### src/rtl/regset_pkg.sv
`timescale 1ns/1ps
// Shared types and constants for the regset initiator.
// Defining READBACK_CHECK_EN adds the WR_CHECK state to the state enum.
package regset_pkg;

    localparam int DEF_DW = 4;
    localparam int DEF_AW = 3;

    localparam logic RW_READ  = 1'b1;
    localparam logic RW_WRITE = 1'b0;

    typedef enum logic [2:0] {
        IDLE      = 3'd0,
        WRITE     = 3'd1,
        READ      = 3'd2,
        READ_LAST = 3'd3
`ifdef READBACK_CHECK_EN
        ,
        WR_CHECK  = 3'd4
`endif
    } state_t;

endpackage

### src/rtl/regset_master.sv
`timescale 1ns/1ps
// Initiator for the 8-entry regset: turns host single/burst commands into regset bus cycles.
// Optional macro READBACK_CHECK_EN: read back every written beat and flag differences on Mismatch.
module regset_master
    import regset_pkg::*;
#(
    parameter int DW = DEF_DW,
    parameter int AW = DEF_AW
) (
    input  logic          Clk,
    input  logic          Rst,
    input  logic          Cmd_valid,
    output logic          Cmd_ready,
    input  logic          Cmd_rw,
    input  logic [AW-1:0] Cmd_addr,
    input  logic [AW-1:0] Cmd_len,
    input  logic          Wr_valid,
    output logic          Wr_ready,
    input  logic [DW-1:0] Wr_data,
    output logic          Rd_valid,
    output logic [DW-1:0] Rd_data,
    output logic          Done,
    output logic          Mismatch,
    output logic          Rs_RW,
    output logic [AW-1:0] Rs_Address,
    output logic [DW-1:0] Rs_Data_wr,
    input  logic [DW-1:0] Rs_Data_rd
);

    state_t        state;
    logic [AW-1:0] addr_q;
    logic [AW-1:0] cnt_q;
    logic          wr_fin;

`ifdef READBACK_CHECK_EN
    logic          chk_pend;
    logic          mismatch_q;

    assign Mismatch = mismatch_q;
`else
    assign Mismatch = 1'b0;
`endif

    // wr_fin marks the cycle that carries the last beat, so no further beat is taken
    assign Cmd_ready = (state == IDLE) && !Rst;
    assign Wr_ready  = (state == WRITE) && !wr_fin && !Rst;

    always_ff @(posedge Clk) begin
        if (Rst) begin
            state      <= IDLE;
            addr_q     <= '0;
            cnt_q      <= '0;
            wr_fin     <= 1'b0;
            Rs_RW      <= RW_READ;
            Rs_Address <= '0;
            Rs_Data_wr <= '0;
            Rd_valid   <= 1'b0;
            Rd_data    <= '0;
            Done       <= 1'b0;
`ifdef READBACK_CHECK_EN
            chk_pend   <= 1'b0;
            mismatch_q <= 1'b0;
`endif
        end else begin
            Rs_RW    <= RW_READ;
            Done     <= 1'b0;
            Rd_valid <= 1'b0;
            case (state)
                IDLE: begin
                    if (Cmd_valid) begin
                        addr_q <= Cmd_addr;
                        cnt_q  <= Cmd_len;
                        wr_fin <= 1'b0;
                        if (Cmd_rw == RW_READ) begin
                            Rs_Address <= Cmd_addr;
                            state      <= (Cmd_len == '0) ? READ_LAST : READ;
                        end else begin
                            state <= WRITE;
                        end
                    end
                end
                WRITE: begin
`ifdef READBACK_CHECK_EN
                    // Readback data for the previous beat arrives at this edge
                    if (chk_pend) begin
                        chk_pend <= 1'b0;
                        if (Rs_Data_rd != Rs_Data_wr)
                            mismatch_q <= 1'b1;
                    end
`endif
                    if (wr_fin) begin
                        wr_fin <= 1'b0;
                        Done   <= 1'b1;
                        state  <= IDLE;
                    end else if (Wr_valid) begin
                        Rs_RW      <= RW_WRITE;
                        Rs_Address <= addr_q;
                        Rs_Data_wr <= Wr_data;
                        addr_q     <= addr_q + 1'b1;
                        cnt_q      <= cnt_q - 1'b1;
                        if (cnt_q == '0)
                            wr_fin <= 1'b1;
`ifdef READBACK_CHECK_EN
                        state <= WR_CHECK;
`endif
                    end
                end
`ifdef READBACK_CHECK_EN
                WR_CHECK: begin
                    chk_pend <= 1'b1;
                    state    <= WRITE;
                end
`endif
                READ: begin
                    Rd_valid   <= 1'b1;
                    Rd_data    <= Rs_Data_rd;
                    Rs_Address <= Rs_Address + 1'b1;
                    cnt_q      <= cnt_q - 1'b1;
                    if (cnt_q == AW'(1))
                        state <= READ_LAST;
                end
                READ_LAST: begin
                    Rd_valid <= 1'b1;
                    Rd_data  <= Rs_Data_rd;
                    Done     <= 1'b1;
                    state    <= IDLE;
                end
                default: state <= IDLE;
            endcase
        end
    end

endmodule
### config.mk
export PLATFORM = sky130hd
export DESIGN_NAME = regset_master
export DESIGN_NICKNAME = d
export VERILOG_FILES = /design/src/rtl/regset_pkg.sv /design/src/rtl/regset_master.sv
export SDC_FILE = /design/constraint.sdc
export NUM_CORES = 1
export LEC_CHECK = 0
export ABC_AREA = 0
export CAP_MARGIN = 20
export CORE_MARGIN = 3
export CORE_UTILIZATION = 46
export DETAILED_ROUTE_END_ITERATION = 6
export GPL_TIMING_DRIVEN = 0
export HOLD_SLACK_MARGIN = 0.15
export PLACE_DENSITY = 0.78
export SLEW_MARGIN = 10
export SYNTH_ARGS = -nofsm -noshare
export SYNTH_HDL_FRONTEND = slang
export SYNTH_SLANG_ARGS = --single-unit
### constraint.sdc
create_clock -name Clk -period 2.2 [get_ports Clk]
set_input_delay 0.55 -clock Clk [delete_from_list [all_inputs] [get_ports Clk]]
set_output_delay 0.55 -clock Clk [all_outputs]
set_load 0.01 [all_outputs]
==> run summary <==
Final setup viols = 0
Post-synth EDFFs = 0
Initial Util = 48.70%
Synth Cell Area = 0.001217 mm^2
Mapped Cells = 143
Status = finished, final reports clean
# diodes = 0
Core area = 0.002500 mm^2
Die height = 57.45 um
Via count = 1140
Net Sw Power = 0.0008079 W
CTS sink cnt = 23
Cell family with most CP delay = buffers and inverters
Drt first pass iters = 4
Skew final = 0.006945 ns
Crit path required time = 1.65 ns
Achievable frequency = 0.4713 GHz
Die width = 57.45 um
TritonCTS clock tree = built
CTS H-tree depth = 1
Vias in the first global route = 1046
Largest net degree at the start of global routing = 14
Post-synth top area share = 37.82%
Crit. End Element = primary output
Clock buffer count from CTS = 3
Post-route DRC = 0
Pwr per Cell Area = 1178 mW/mm^2
Final HPWL DP = 2.125 mm
Ys async rst share = 0%
VDD IR max = 0.6987 mV
Critical path fanouts, max = 8
Critical path arrival = 1.57 ns
Routed length per instance = 13.22 um
Mapped Nets = 172
Worst setup SP type = flop
Fraction of layout cells with a size suffix above 1 = 8.743%
Hold Path Class = reg2reg
1st-iter DRT viols = 33
Fin. max-slew vios = 0
Vias per cell = 5.352
Top FF cell, synth = dfxtp_1
Synth unique cells = 32
Synth area leader = dfxtp_1
Fin crit period = 2.122 ns
Clock power frac = 10.3%
P_int = 0.001143 W
Syn-to-layout area delta = 36.07%
Critical path, cell by cell = inv_1, ha_4, and2b_1, buf_4, nor2b_1, clkdlybuf4s15_2
Buf+Inv Stages, Crit Path = 3
Final hold violation count = 0
Clock buffer depth = 2
GRT Overall Usage = 18.64%
Comb power frac = 57.2%
Critical path type = reg2out
Synth Area per Inst = 8.513 um^2
Final WL = 2.815 mm
# rows = 18
Seq pwr share = 32.6%
Synth top area cells = dfxtp_1 38%, ha_1 10%, a21oi_1 7.4%
Nets = 213
Cell area after layout = 0.001657 mm^2
Worst slew margin = 65.58%
PortBufs = 34
Hold bufs inserted after CTS = 0
Max-Cap Viols = 0
Total grt overflow = 0
Slowest stage delay, CP = 0.37 ns
Worst-Skew Late Latency = 0.32 ns
ANT nets after route = 0
#FFs+latches synth = 23
Switching Share = 41.41%
First-pass GRT wire length = 4.774 mm
Die area = 0.003300 mm^2
Dpl cell area = 0.001595 mm^2
Register area share after synthesis = 37.82%
Unrepaired setup endpoints after global routing = false
Min Hold Slack = 0.4672 ns
Lkg Pwr = 0.6431 nW
Boundary pin count = 36
Sum Neg Setup Slack = 0 ns
Synth warn = 0
CP max-delay cell = dfxtp_4
Antenna violations before repair = 0
GPL Wtd Cong = 0.8140
Worst Tran Pin Value = 0.5162 ns
Root buffer cell = clkbuf_4
Tcrit/Tclk final = 96.45%
Clock Pin Slew Worst Setup and Hold Paths = 0.12 ns
## cell families after synthesis
family | count (synthesis) | share of synthesized area, %
multiplexers | 5 | 4.111
adder cells (fa/ha/maj) | 10 | 10.28
buffers and inverters | 13 | 4.625
flip-flops | 23 | 37.82
other | 1 | 0.3080
AO/OA/AOI/OAI | 41 | 22.71
XOR/XNOR | 1 | 0.7196
AND/OR/NAND/NOR | 49 | 19.42
## sequential cells by signal, indices dropped and copies added (netlist names)
name / count
Done: 1
Rs_RW: 1
Rs_Address: 3
Rs_Data_wr: 4
Rd_data: 4
cnt_q: 3
Rd_valid: 1
state: 2
wr_fin: 1
addr_q: 3
## cell usage in the layout, fill, tap and decap left out, drive strengths merged, types with 2 or more instances in the layout
cell	instances
clkdlybuf4s50	31
o22ai	2
clkbuf	8
buf	4
a2111oi	2
nand2b	7
a31oi	2
a211oi	5
nor2	13
nor2b	4
or2	2
dlygate4sd2	2
mux2i	5
o21ai	6
a21bo	2
a21oi	18
nand2	15
inv	6
nand3	5
ha	10
dfxtp	23
## stage by stage
stage	std cells	power [W]	setup WS [ns]	util, %
2_1_floorplan	143	0.001368	0.4900	-
3_5_place_dp	207	0.001703	-0.1876	63.81
3_3_place_gp	207	0.001666	-0.1596	63.81
5_1_grt	213	0.002119	0.004770	66.27
6_report	213	0.001951	0.07817	66.27
4_1_cts	211	0.001932	0.004597	65.67
## power by group through the flow
stage	combinational [W]	clock [W]	sequential, W
after floorplan	0.000718	0	0.000649
after global placement	0.00103	0	0.000632
after detailed placement	0.00106	0	0.000640
after CTS	0.00108	0.000210	0.000641
after global routing	0.00124	0.000227	0.000656
final	0.00112	0.000200	0.000636
## area by class of cell
class | instances | area, um^2
fill | 203 | 843.3
multi-input combinational | 107 | 715.7
sequential | 23 | 465.4
timing repair buffer | 36 | 354.1
tap | 30 | 37.54
buffer | 7 | 33.78
clock buffer | 3 | 22.52
inverter | 6 | 22.52
clock inverter | 1 | 5.005
## cells in the mapped netlist (4+ instances only)
library cell and instances:
mux2i_1 5, nand3_1 5, nor2_1 13, a211oi_1 4, nor2b_1 4, dfxtp_1 23
nand2_1 14, a21oi_1 18, nand2b_1 7, ha_1 10, clkbuf_1 5, inv_1 6
o21ai_0 5
## worst register-to-register path: cells and delay by family (launching register included)
family          cells  cell delay (ns)
buf+inv             3             0.45
fa+ha+maj           1             0.17
flops               1             0.37
compound gates      3             0.86
## final timing paths
check	start	end	slack, ns	cells after the start
worst max-delay path	state[1]	Wr_ready	0.08	6
worst min-delay path	Rs_Data_wr[1]	Rs_Data_wr[1]	0.47	2
worst max register to register	state[1]	addr_q[0]	0.28	7
worst min register to register	Rs_Data_wr[1]	Rs_Data_wr[1]	0.47	2
## what timing repair did
item                                    4_1_cts  5_1_grt
buffers inserted                              0        2
pin swaps                                     0        0
endpoints found under the setup margin        2        1
gates cloned                                  0        0
gates resized for setup                      11        0
## routing by layer
metal	global-route usage [%]	up-vias	part of all wire, %
li1	-	573	-
met4	6.623	0	1.3
met3	4.751	5	7.0
met1	23.37	522	46
met2	30.81	40	46
met5	0	-	0
No activity file was read; power rests on OpenSTA's default activity.
